==> src/rtl/clock_gen_if.sv <==
// Control inputs and generated clocks/ticks shared between clock_gen and its consumers.
// The generator owns the master modport; counter, display-mux and blink logic use slave.
interface clock_gen_if;
   logic EN;
   logic CLR;
   logic CLK_FAST;
   logic CLK_2HZ;
   logic CLK_1HZ;
   logic CLK_BLINK;
   logic TICK_2HZ;
   logic TICK_1HZ;

   modport master (
      input  EN, CLR,
      output CLK_FAST, CLK_2HZ, CLK_1HZ, CLK_BLINK, TICK_2HZ, TICK_1HZ
   );

   modport slave (
      output EN, CLR,
      input  CLK_FAST, CLK_2HZ, CLK_1HZ, CLK_BLINK, TICK_2HZ, TICK_1HZ
   );
endinterface

==> src/rtl/clock_gen.sv <==
// Stopwatch clock generator: display-mux clock, aligned 2 Hz / 1 Hz square waves,
// programmable-duty blink clock and one-cycle tick strobes, all from CLK_REF.
module clock_gen #(
   parameter int REF_HZ   = 100000000,
   parameter int FAST_HZ  = 500,
   parameter int BLINK_ON = 2
) (
   input logic        CLK_REF,
   input logic        CLK_RES,
   clock_gen_if.master bus
);
   localparam int FAST_DIV = REF_HZ / (2 * FAST_HZ);
   localparam int Q_DIV    = REF_HZ / 4;
   localparam int FW       = (FAST_DIV > 1) ? $clog2(FAST_DIV) : 1;
   localparam int QW       = (Q_DIV > 1) ? $clog2(Q_DIV) : 1;
   localparam logic [FW-1:0] FAST_LAST = FW'((FAST_DIV > 0) ? FAST_DIV - 1 : 0);
   localparam logic [QW-1:0] Q_LAST    = QW'((Q_DIV > 0) ? Q_DIV - 1 : 0);
   localparam logic [2:0]    BLINK_PH  = 3'(BLINK_ON);

   if ((REF_HZ % 4 != 0) || (REF_HZ < 8) || (FAST_DIV < 1) ||
       (BLINK_ON < 1) || (BLINK_ON > 3)) begin : g_param_err
      $error("clock_gen: illegal parameters REF_HZ=%0d FAST_HZ=%0d BLINK_ON=%0d",
             REF_HZ, FAST_HZ, BLINK_ON);
   end

   logic [FW-1:0] fcnt;
   logic [QW-1:0] qcnt;
   logic [1:0]    ph;
   logic [1:0]    ph_next;
   logic          qtick;
   logic          fast_r;
   logic          hz2_r;
   logic          hz1_r;
   logic          blink_r;
   logic          tick2_r;
   logic          tick1_r;

   assign qtick   = bus.EN && (qcnt == Q_LAST);
   assign ph_next = ph + 2'd1;

   // Ticks are recomputed every edge so they never outlive one cycle, even across a pause.
   always_ff @(posedge CLK_REF or negedge CLK_RES) begin
      if (!CLK_RES) begin
         fcnt    <= '0;
         qcnt    <= '0;
         ph      <= '0;
         fast_r  <= 1'b0;
         hz2_r   <= 1'b0;
         hz1_r   <= 1'b0;
         blink_r <= 1'b0;
         tick2_r <= 1'b0;
         tick1_r <= 1'b0;
      end else if (bus.CLR) begin
         fcnt    <= '0;
         qcnt    <= '0;
         ph      <= '0;
         fast_r  <= 1'b0;
         hz2_r   <= 1'b0;
         hz1_r   <= 1'b0;
         blink_r <= 1'b0;
         tick2_r <= 1'b0;
         tick1_r <= 1'b0;
      end else begin
         tick2_r <= qtick && ph_next[0] && !ph[0];
         tick1_r <= qtick && ph_next[1] && !ph[1];
         if (bus.EN) begin
            if (fcnt == FAST_LAST) begin
               fcnt   <= '0;
               fast_r <= ~fast_r;
            end else begin
               fcnt <= fcnt + FW'(1);
            end
            if (qcnt == Q_LAST) qcnt <= '0;
            else                qcnt <= qcnt + QW'(1);
         end
         // Blink stays low until the first qtick because it is only ever loaded here.
         if (qtick) begin
            ph      <= ph_next;
            hz2_r   <= ph_next[0];
            hz1_r   <= ph_next[1];
            blink_r <= ({1'b0, ph_next} < BLINK_PH);
         end
      end
   end

   assign bus.CLK_FAST  = fast_r;
   assign bus.CLK_2HZ   = hz2_r;
   assign bus.CLK_1HZ   = hz1_r;
   assign bus.CLK_BLINK = blink_r;
   assign bus.TICK_2HZ  = tick2_r;
   assign bus.TICK_1HZ  = tick1_r;
endmodule

==> src/flat_wrapper.sv <==
// flat-port wrapper written by rule: the top's interface ports become plain ports
module clock_gen_flat 
#(
   parameter int REF_HZ   = 100000000,
   parameter int FAST_HZ  = 500,
   parameter int BLINK_ON = 2
)
  (CLK_REF, CLK_RES, bus_EN, bus_CLR, bus_CLK_FAST, bus_CLK_2HZ, bus_CLK_1HZ, bus_CLK_BLINK, bus_TICK_2HZ, bus_TICK_1HZ);
  clock_gen_if bus_i ();
  input logic CLK_REF;
  input logic CLK_RES;
  input wire logic [$bits(bus_i.EN)-1:0] bus_EN;
  input wire logic [$bits(bus_i.CLR)-1:0] bus_CLR;
  output wire logic [$bits(bus_i.CLK_FAST)-1:0] bus_CLK_FAST;
  output wire logic [$bits(bus_i.CLK_2HZ)-1:0] bus_CLK_2HZ;
  output wire logic [$bits(bus_i.CLK_1HZ)-1:0] bus_CLK_1HZ;
  output wire logic [$bits(bus_i.CLK_BLINK)-1:0] bus_CLK_BLINK;
  output wire logic [$bits(bus_i.TICK_2HZ)-1:0] bus_TICK_2HZ;
  output wire logic [$bits(bus_i.TICK_1HZ)-1:0] bus_TICK_1HZ;
  assign bus_i.EN = bus_EN;
  assign bus_i.CLR = bus_CLR;
  assign bus_CLK_FAST = bus_i.CLK_FAST;
  assign bus_CLK_2HZ = bus_i.CLK_2HZ;
  assign bus_CLK_1HZ = bus_i.CLK_1HZ;
  assign bus_CLK_BLINK = bus_i.CLK_BLINK;
  assign bus_TICK_2HZ = bus_i.TICK_2HZ;
  assign bus_TICK_1HZ = bus_i.TICK_1HZ;
  clock_gen #(.REF_HZ(REF_HZ), .FAST_HZ(FAST_HZ), .BLINK_ON(BLINK_ON)) u_core (.CLK_REF(CLK_REF), .CLK_RES(CLK_RES), .bus(bus_i));
endmodule
==> config.mk <==
export PLATFORM = sky130hd
export DESIGN_NAME = clock_gen_flat
export DESIGN_NICKNAME = d
export VERILOG_FILES = /design/src/rtl/clock_gen_if.sv /design/src/rtl/clock_gen.sv /design/src/flat_wrapper.sv
export SDC_FILE = /design/constraint.sdc
export NUM_CORES = 1
export LEC_CHECK = 0
export ABC_AREA = 1
export CELL_PAD_IN_SITES_DETAIL_PLACEMENT = 1
export CELL_PAD_IN_SITES_GLOBAL_PLACEMENT = 2
export CORE_MARGIN = 2
export CORE_UTILIZATION = 35
export DETAILED_ROUTE_END_ITERATION = 10
export PLACE_DENSITY = 0.84
export SYNTH_ARGS = -nofsm -noshare
export SYNTH_HDL_FRONTEND = slang
export SYNTH_SLANG_ARGS = --single-unit
==> constraint.sdc <==
create_clock -name CLK_REF -period 2.25 [get_ports CLK_REF]
set_clock_uncertainty 0.15 [all_clocks]
set_input_delay 0.675 -clock CLK_REF [delete_from_list [all_inputs] [get_ports CLK_REF]]
set_output_delay 0.675 -clock CLK_REF [all_outputs]
set_load 0.01 [all_outputs]
==> impl.org, run 1 <==
** Yosys
- Leading area contributor after synthesis :: sky130_fd_sc_hd__dfrtp_1
- In the synthesized netlist, the number of instances is 409.
- Warning count from the yosys run :: 0
- Distinct cell type count of the synthesized netlist :: 29
- In the post-synthesis netlist, the biggest area contributors are sky130_fd_sc_hd__dfrtp_1, sky130_fd_sc_hd__nand2_1, sky130_fd_sc_hd__nor2_1, sky130_fd_sc_hd__nand3_1, sky130_fd_sc_hd__inv_1.
- Total nets after synthesis :: 415
- The synthesized design devotes to its leading area cell type 41.61% of total area.
- Sequential cell area fraction in the yosys report :: 41.61%
- Synthesis-stage register bit count :: 48
- After synthesis, the mean cell area works out to 7.058 sq um.
- The cell area that synthesis handed to floorplanning was 0.002887 sq mm.

** Timing
- For the pin with the worst max-slew slack, the measured transition is 0.3459 ns.
- Period utilization :: 92.94%
- The worst path needs 2.091 ns of the cycle, external delays included.
- The final hold violation count came to 0.
- Final count of pins violating max slew :: 0
- Final setup violation count :: 0
- Headroom to the max-slew limit :: 76.86%
- Adding up every negative setup slack in the final design gives 0 ns.
- Timing would allow up to 478.2 MHz.
- Setup repair after global routing left no endpoint under its margin.

** Clock network
- The cell sitting at the root of the clock tree is a sky130_fd_sc_hd__clkbuf_8.
- Number of setup buffers added after CTS :: 0
- In this run, post-CTS repair resized a total of 0 instances.
- Buffers inserted during clock tree synthesis total 5.
- At the later pin of the worst-skew pair, clock insertion delay measures 0.30 ns.
- Clk pin slew, worst setup/hold paths :: 0.10 ns
- Deepest clock path buffer count :: 2
- Maximum level of the CTS H-tree :: 2
- The clock drives 48 sinks.
- # hold bufs at CTS :: 0
- TritonCTS built the clock tree.

** Global routing
- Via count of the first global-routing pass :: 2712
- Entering global routing, the biggest net connects 49 pins.
- Wire length of the first global-routing pass :: 13500 um
- The number of antenna violations at the first check in global routing was 0.
- In the global route stage, overall resource usage came out at 19.26%.
- Global routing finished with a remaining overflow of 0.

** Route
- Routed vias/inst :: 4.941
- Dividing the detail-routed wire length by the instance count gives 14.71 um.
- Number of nets with antenna violations after routing :: 0
- Total via count in the routed design :: 2693
- Detailed Route WL :: 8015 um
- Initial drt markers :: 95
- First-pass detailed-route iteration total :: 4
- In the routed design, unresolved DRC markers number 0.

** Final layout
- Register area :: 0.001201 sq mm
- After the last flow step, the layout net total stands at 445.
- After routing the design area is 0.003352 sq mm.
- The multi-input combinational cells in the finished layout cover a total of 0.001475 sq mm.
- The layout has 1081 filler cells.
- 0 antenna diodes ended up in the layout.
- The area growth from synthesis to layout is 16.12%.
- The post-route netlist has 11.59% of its cells at a drive strength greater than 1.

** Worst setup path
- Critical-path cell list :: clkdlybuf4s50_1
- In this design, the stage delay of the slowest critical-path cell is 0.56 ns.
- Worst-path cell with the longest stage delay :: sky130_fd_sc_hd__clkdlybuf4s50_1
- Critical path start-end classification :: flop to primary output
- For the worst setup path, the data arrival time is 1.27 ns.
- Maximum fanout along the worst path :: 4
- STA puts the critical path data required time at 1.42 ns.
- The worst setup path is launched from a flop.
- Dominant delay contributor by cell family on the critical path :: buffers and inverters
- The number of buffers and inverters on the critical path is 1.
- Crit end category :: primary output

** Place
- IO buf count :: 9
- Total half-perimeter wirelength after legalization and detailed placement :: 6278 um
- The placed instances occupy a cell area of 0.003241 sq mm.
- Routability-driven placement finished with a final weighted congestion of 0.8438.

** Power and ir drop
- The share of total power dissipated in sequential elements is 53.6%.
- Clock power frac :: 39.1%
- For this design the total switching power over the nets is 397.9 uW.
- Across the VDD grid, the largest voltage drop is 0.2223 mV.
- Static Leakage :: 0.001442 uW
- The internal portion of the total power is 1246 uW.
- Fraction of power spent switching nets :: 24.20%
- Total power per unit cell area :: 490.5 mW/mm^2
- Logic pwr share :: 7.2%

** Floorplan
- Once the floorplan was initialized, standard cells occupied 35.67% of the core.
- The floorplan step defined a core boundary enclosing 0.008093 sq mm.
- Die height :: 94.82 um
- Cell row count :: 33
- Count of pins on the block boundary :: 10
- Measured along the x axis, the die boundary spans 94.82 um.
- Die footprint :: 0.008990 sq mm

** Job
- The tool flagged a number of max-cap violations equal to 0.

** Status
- The run finished with clean final reports.

** Min path
- The path class of the tightest hold or removal check is input pin to asynchronous set/reset pin.
[sequential cells by signal, indices dropped and copies added (netlist names)]
signal	count
u_core.ph	2
u_core.bus.CLK_BLINK	1
u_core.qcnt	25
u_core.bus.TICK_1HZ	1
u_core.fcnt	17
u_core.bus.CLK_FAST	1
u_core.bus.TICK_2HZ	1
[metrics by stage]
| stage | total power, uW | util, % | hold slack [ns] | setup WS [ns] | instances |
|---|---|---|---|---|---|
| finish | 1644 | 41.42 | 0.1913 | 0.1588 | 545 |
| global route | 1714 | 41.42 | 0.2074 | 0.02392 | 545 |
| CTS | 1681 | 41.42 | 0.1998 | 0.1350 | 545 |
| detailed placement | 1020 | 40.04 | 0.3011 | -0.1364 | 537 |
| global placement | 1018 | 40.04 | 0.2969 | -0.09037 | 537 |
| floorplan | 949.3 | - | 0.2294 | 0.4273 | 409 |
[kinds of logic (layout without fill, tap and decap cells)]
| family | Yosys count | in the layout | synth area share [%] |
|---|---|---|---|
| XOR/XNOR | 16 | 16 | 4.855 |
| AO/OA/AOI/OAI | 24 | 24 | 4.552 |
| adder cells (fa/ha/maj) | 2 | 2 | 0.8668 |
| buffers and inverters | 52 | 83 | 7.282 |
| AND/OR/NAND/NOR | 267 | 267 | 40.83 |
| flip-flops | 48 | 48 | 41.61 |
[per-layer routing]
metal / routed length (um) / part of all wire, % / track usage [%] / vias to the layer above
met5: 0 / 0 / 0 / -
met4: 111 / 1.4 / 4.589 / 0
met3: 206 / 2.6 / 2.873 / 7
met2: 3828 / 48 / 32.15 / 33
met1: 3868 / 48 / 26.25 / 1305
li1: - / - / - / 1348
[final cells by class]
cell class	count	share of cell area, %
clock inverter	3	1.269
timing repair buffer	29	7.764
multi-input combinational	309	44.01
sequential	48	35.83
tap	105	3.919
inverter	46	5.151
clock buffer	5	2.053
[cell usage in the layout (no fill, tap or decap), types with 4 or more instances in the layout]
| cell | Yosys | routed |
|---|---|---|
| sky130_fd_sc_hd__nand2_1 | 104 | 104 |
| sky130_fd_sc_hd__nor2_1 | 86 | 86 |
| sky130_fd_sc_hd__dfrtp_1 | 48 | 48 |
| sky130_fd_sc_hd__inv_1 | 41 | 41 |
| sky130_fd_sc_hd__nand3_1 | 33 | 33 |
| sky130_fd_sc_hd__buf_4 | 1 | 18 |
| sky130_fd_sc_hd__nand4_1 | 13 | 13 |
| sky130_fd_sc_hd__nor3_1 | 12 | 12 |
| sky130_fd_sc_hd__xor2_1 | 10 | 10 |
| sky130_fd_sc_hd__o21ai_0 | 10 | 10 |
| sky130_fd_sc_hd__a21oi_1 | 8 | 8 |
| sky130_fd_sc_hd__clkdlybuf4s50_1 | 0 | 8 |
| sky130_fd_sc_hd__xnor2_1 | 6 | 6 |
| sky130_fd_sc_hd__nand2_2 | 5 | 5 |
| sky130_fd_sc_hd__inv_2 | 5 | 5 |
| sky130_fd_sc_hd__nor2_2 | 5 | 5 |
| sky130_fd_sc_hd__clkbuf_8 | 0 | 5 |
| sky130_fd_sc_hd__nor2_4 | 4 | 4 |
[power groups by stage]
stage / combinational, uW / clock [uW] / sequential (uW)
2_1_floorplan: 51.3 / 0 / 898
3_3_place_gp: 120 / 0 / 898
3_5_place_dp: 122 / 0 / 899
4_1_cts: 122 / 677 / 882
5_1_grt: 134 / 696 / 884
6_report: 119 / 644 / 881
[final timing paths]
check / start / endpoint / slack, ns / cells past startpoint
min in group CLK_REF: u_core.ph[0]$_DFFE_PN0P_ / u_core.bus.TICK_2HZ$_DFF_PN0_ / 0.31 / 1
max in group asynchronous: CLK_RES / u_core.qcnt[0]$_DFFE_PN0P_ / 1.50 / 2
setup reg to reg: u_core.fcnt[1]$_DFFE_PN0P_ / u_core.fcnt[2]$_DFFE_PN0P_ / 0.27 / 10
setup / recovery: u_core.ph[1]$_DFFE_PN0P_ / bus_CLK_1HZ / 0.16 / 1
hold / removal: CLK_RES / u_core.qcnt[13]$_DFFE_PN0P_ / 0.19 / 2
hold reg to reg: u_core.ph[0]$_DFFE_PN0P_ / u_core.bus.TICK_2HZ$_DFF_PN0_ / 0.31 / 1
[Yosys cell counts]
master	n
sky130_fd_sc_hd__o21bai_1	2
sky130_fd_sc_hd__xor2_1	10
sky130_fd_sc_hd__a21o_1	1
sky130_fd_sc_hd__nor3_1	12
sky130_fd_sc_hd__xnor2_1	6
sky130_fd_sc_hd__nand2_1	104
sky130_fd_sc_hd__a21oi_1	8
sky130_fd_sc_hd__nand4_4	1
sky130_fd_sc_hd__nor2_4	4
sky130_fd_sc_hd__nand4_1	13
sky130_fd_sc_hd__o21ai_0	10
sky130_fd_sc_hd__inv_1	41
sky130_fd_sc_hd__nor2_1	86
sky130_fd_sc_hd__buf_6	1
sky130_fd_sc_hd__buf_4	1
sky130_fd_sc_hd__a22oi_1	1
sky130_fd_sc_hd__nand2_2	5
sky130_fd_sc_hd__buf_2	3
sky130_fd_sc_hd__or2_1	2
sky130_fd_sc_hd__inv_2	5
sky130_fd_sc_hd__o21ai_1	1
sky130_fd_sc_hd__clkbuf_1	1
sky130_fd_sc_hd__nand3_1	33
sky130_fd_sc_hd__dfrtp_1	48
sky130_fd_sc_hd__ha_1	2
sky130_fd_sc_hd__nand2_4	1
sky130_fd_sc_hd__o22ai_1	1
sky130_fd_sc_hd__nor2_2	5
sky130_fd_sc_hd__or2_2	1
Power figures use the tool's default switching activity.
==> inputs of run 2 (changes only) <==
CELL_PAD_IN_SITES_DETAIL_PLACEMENT = 2   (was 1)
==> impl.org, run 2 (same netlist as run 1, synthesis figures left out) <==
** Route
- In the routed layout, each cell is associated on average with a via count of 5.154.
- Number of nets with antenna violations after routing :: 0
- DRC Markers :: 0
- Detailed Route WL :: 9980 um
- Initial drt markers :: 84
- The first detailed-routing pass ran for 4 iterations.
- Total via count in the routed design :: 2804
- In the final routed layout, each cell accounts on average for 18.35 um.

** Worst setup path
- Cells on worst reg2reg path :: 10
- The worst setup path is of the input pin to flop kind.
- Endpoint of the worst-slack reg-to-reg timing path :: u_core.fcnt[2]$_DFFE_PN0P_
- STA classifies the critical path startpoint as an input pin.
- Dominant delay contributor by cell family on the critical path :: simple AND/OR/NAND/NOR gates
- Worst-path cell with the longest stage delay :: sky130_fd_sc_hd__clkdlybuf4s50_1
- Highest cell delay on the worst timing path :: 0.52 ns
- Critical R2R Launch :: u_core.fcnt[0]$_DFFE_PN0P_
- In this run the worst setup path begins at bus_CLR.
- Maximum fanout along the worst path :: 5
- Critical-path cell list :: clkdlybuf4s50_1, nor2_1, buf_4, nor2_4, nand2_2, nor3_1, nand2_1, nand3_1, nor2_1
- The worst setup path is captured at a flop.
- Sum of buffers and inverters on the critical path :: 2
- Critical Path RT :: 2.30 ns
- In this run the number of cells on the critical path is 9.
- By instance count, the cell type seen most on the critical path is sky130_fd_sc_hd__nor2_1.
- Flop-to-flop setup slack :: 0.17 ns
- At the worst endpoint, the arrival time is 2.18 ns.

** Place
- The HPWL after detailed placement is 7573 um.
- In this run, placement finished with an instance count of 537.
- Instance area after placement :: 0.003241 sq mm
- At the end of routability-driven placement, the weighted congestion stood at 0.8438.
- The count of buffers added on input and output ports is 9.
- Worst setup slack after placement :: -0.1493 ns

** Global routing
- Via count of the first global-routing pass :: 3158
- In the global route stage, overall resource usage came out at 24.00%.
- Antenna violations before repair :: 0
- Entering global routing, the biggest net connects 49 pins.
- For this run the aggregate overflow at the end of global routing stands at 0.
- The first global-routing pass estimated 16470 um of wire.

** Clock network
- Clock-pin slew was measured on the worst setup and hold paths at 0.10 ns.
- Clock root buffer master :: sky130_fd_sc_hd__clkbuf_8
- Clock tree from TritonCTS :: built
- The H-tree generated during clock tree synthesis spans 2 levels.
- The clock passes through at most 2 buffers.
- Clock Sinks :: 48
- # hold bufs at CTS :: 0
- The later pin in the worst-skew pair is clocked with a latency of 0.31 ns.
- In this run, CTS created clock tree buffers numbering 5.

** Timing
- After layout, the minimum clock period comes to 2.125 ns.
- Setup repair after global routing left no endpoint under its margin.
- At the pin with the least slew margin, the transition time is 0.3600 ns.
- For this run, the top clock speed supported by timing is 470.6 MHz.
- The worst pin sits at a relative slew slack of 75.91%.
- Period utilization :: 94.45%
- The final hold violation count came to 0.
- Setup slack closes at 0.1250 ns.
- The number of slew-limit violations in the final report was 0.
- Final setup violation count :: 0
- Across all hold checks on the routed design, the worst slack comes to 0.1945 ns.

** Floorplan
- Core region area :: 0.008093 sq mm
- The floorplan step defined a die boundary enclosing 0.008990 sq mm.
- Die extent in x :: 94.82 um
- Cell row count :: 33
- Count of pins on the block boundary :: 10
- Once the floorplan was initialized, standard cells occupied 35.67% of the core.
- From bottom edge to top edge, the die measures 94.82 um.

** Final layout
- The repair_antennas step left the layout with diodes totalling 0.
- Register containing the most flip-flops in the final layout :: u_core.qcnt
- Fin cells :: 544
- Registers with the most flip-flops :: u_core.qcnt (25), u_core.fcnt (17), u_core.ph (2)
- Number of nets in the layout :: 445
- From synthesis to final layout, the design area changed by 15.13%.
- Ratio of cells with drive above 1 in the final layout :: 11.16%
- Flip-flop count of the largest register, all copies and words added :: 25
- Fill cells in the final layout number 950.
- Post-route cell area :: 0.003323 sq mm
- The library cells used most frequently in the layout, excluding fill and tap cells, are sky130_fd_sc_hd__nand2_1, sky130_fd_sc_hd__nor2_1, sky130_fd_sc_hd__dfrtp_1.
- Most common cell after layout, fill and taps aside :: sky130_fd_sc_hd__nand2_1

** Status
- The flow ran to the end, and the final reports show no timing, DRC or antenna violations.

** Power and ir drop
- In this run the static leakage power is 0.001432 uW.
- IR analysis of the VDD net gives a maximum drop of 0.2102 mV.
- The design draws 1519 uW.
- Power spread over the standard cell area amounts to 457.2 mW/mm^2.

** Job
- Max-capacitance violation count :: 0

** Min path
- The worst hold path belongs to the class input pin to asynchronous set/reset pin.
-- run 2: worst max path at each step --
stage / slack (ns) / end
final: 0.12 / u_core.qcnt[17]$_DFFE_PN0P_
after global routing: 0.02 / u_core.fcnt[11]$_DFFE_PN0P_
after CTS: 0.06 / u_core.fcnt[2]$_DFFE_PN0P_
after detailed placement: -0.15 / u_core.fcnt[11]$_DFFE_PN0P_
after global placement: -0.09 / u_core.qcnt[12]$_DFFE_PN0P_
after floorplan: 0.43 / u_core.qcnt[17]$_DFFE_PN0P_
-- run 2: area by class of cell --
type,count,area (sq um),share of cell area [%]
flip-flops and latches,48,1201,36.14
repair buffers,29,260.3,7.831
inverters,46,172.7,5.196
multi-input cells,309,1480,44.54
clock buffers,6,72.57,2.184
clock inverters,1,5.005,0.1506
well taps,105,131.4,3.953
-- run 2: through the flow --
stage,setup TNS [ns],util [%]
3_3_place_gp,-0.6743,40.04
3_5_place_dp,-2.343,40.04
5_1_grt,0,41.06
6_report,0,41.06
4_1_cts,0,41.00
2_1_floorplan,0,-
-- run 2: report_power, final --
| part | total (uW) | leakage, uW | switching, uW | internal, uW |
|---|---|---|---|---|
| combinational | 125 | 0.000724 | 80.0 | 44.6 |
| clock | 511 | 0.0000410 | 298 | 213 |
| sequential | 884 | 0.000667 | 12.2 | 872 |
-- run 2: repair_timing --
item                       4_1_cts  5_1_grt
buffers inserted                 0        0
resized for setup                0        1
setup endpoints to repair        0        4
-- run 2: per-layer routing --
layer  global-route usage, %  wire length [um]
met1                   29.73              4410
met2                   43.74              5224
met3                   2.953               177
met4                   6.401               167
met5                       0                 0
-- run 2: worst reg2reg max path, stage by stage (launching register included) --
cell                      delay (ns)
sky130_fd_sc_hd__dfrtp_1        0.42
sky130_fd_sc_hd__ha_1           0.22
sky130_fd_sc_hd__nand2_1        0.14
sky130_fd_sc_hd__nor2_1         0.19
sky130_fd_sc_hd__inv_1          0.06
sky130_fd_sc_hd__nor2_1         0.13
sky130_fd_sc_hd__nand3_1        0.14
sky130_fd_sc_hd__nand2_1        0.18
sky130_fd_sc_hd__nand2_4        0.14
sky130_fd_sc_hd__inv_2          0.12
sky130_fd_sc_hd__nor2_1         0.07
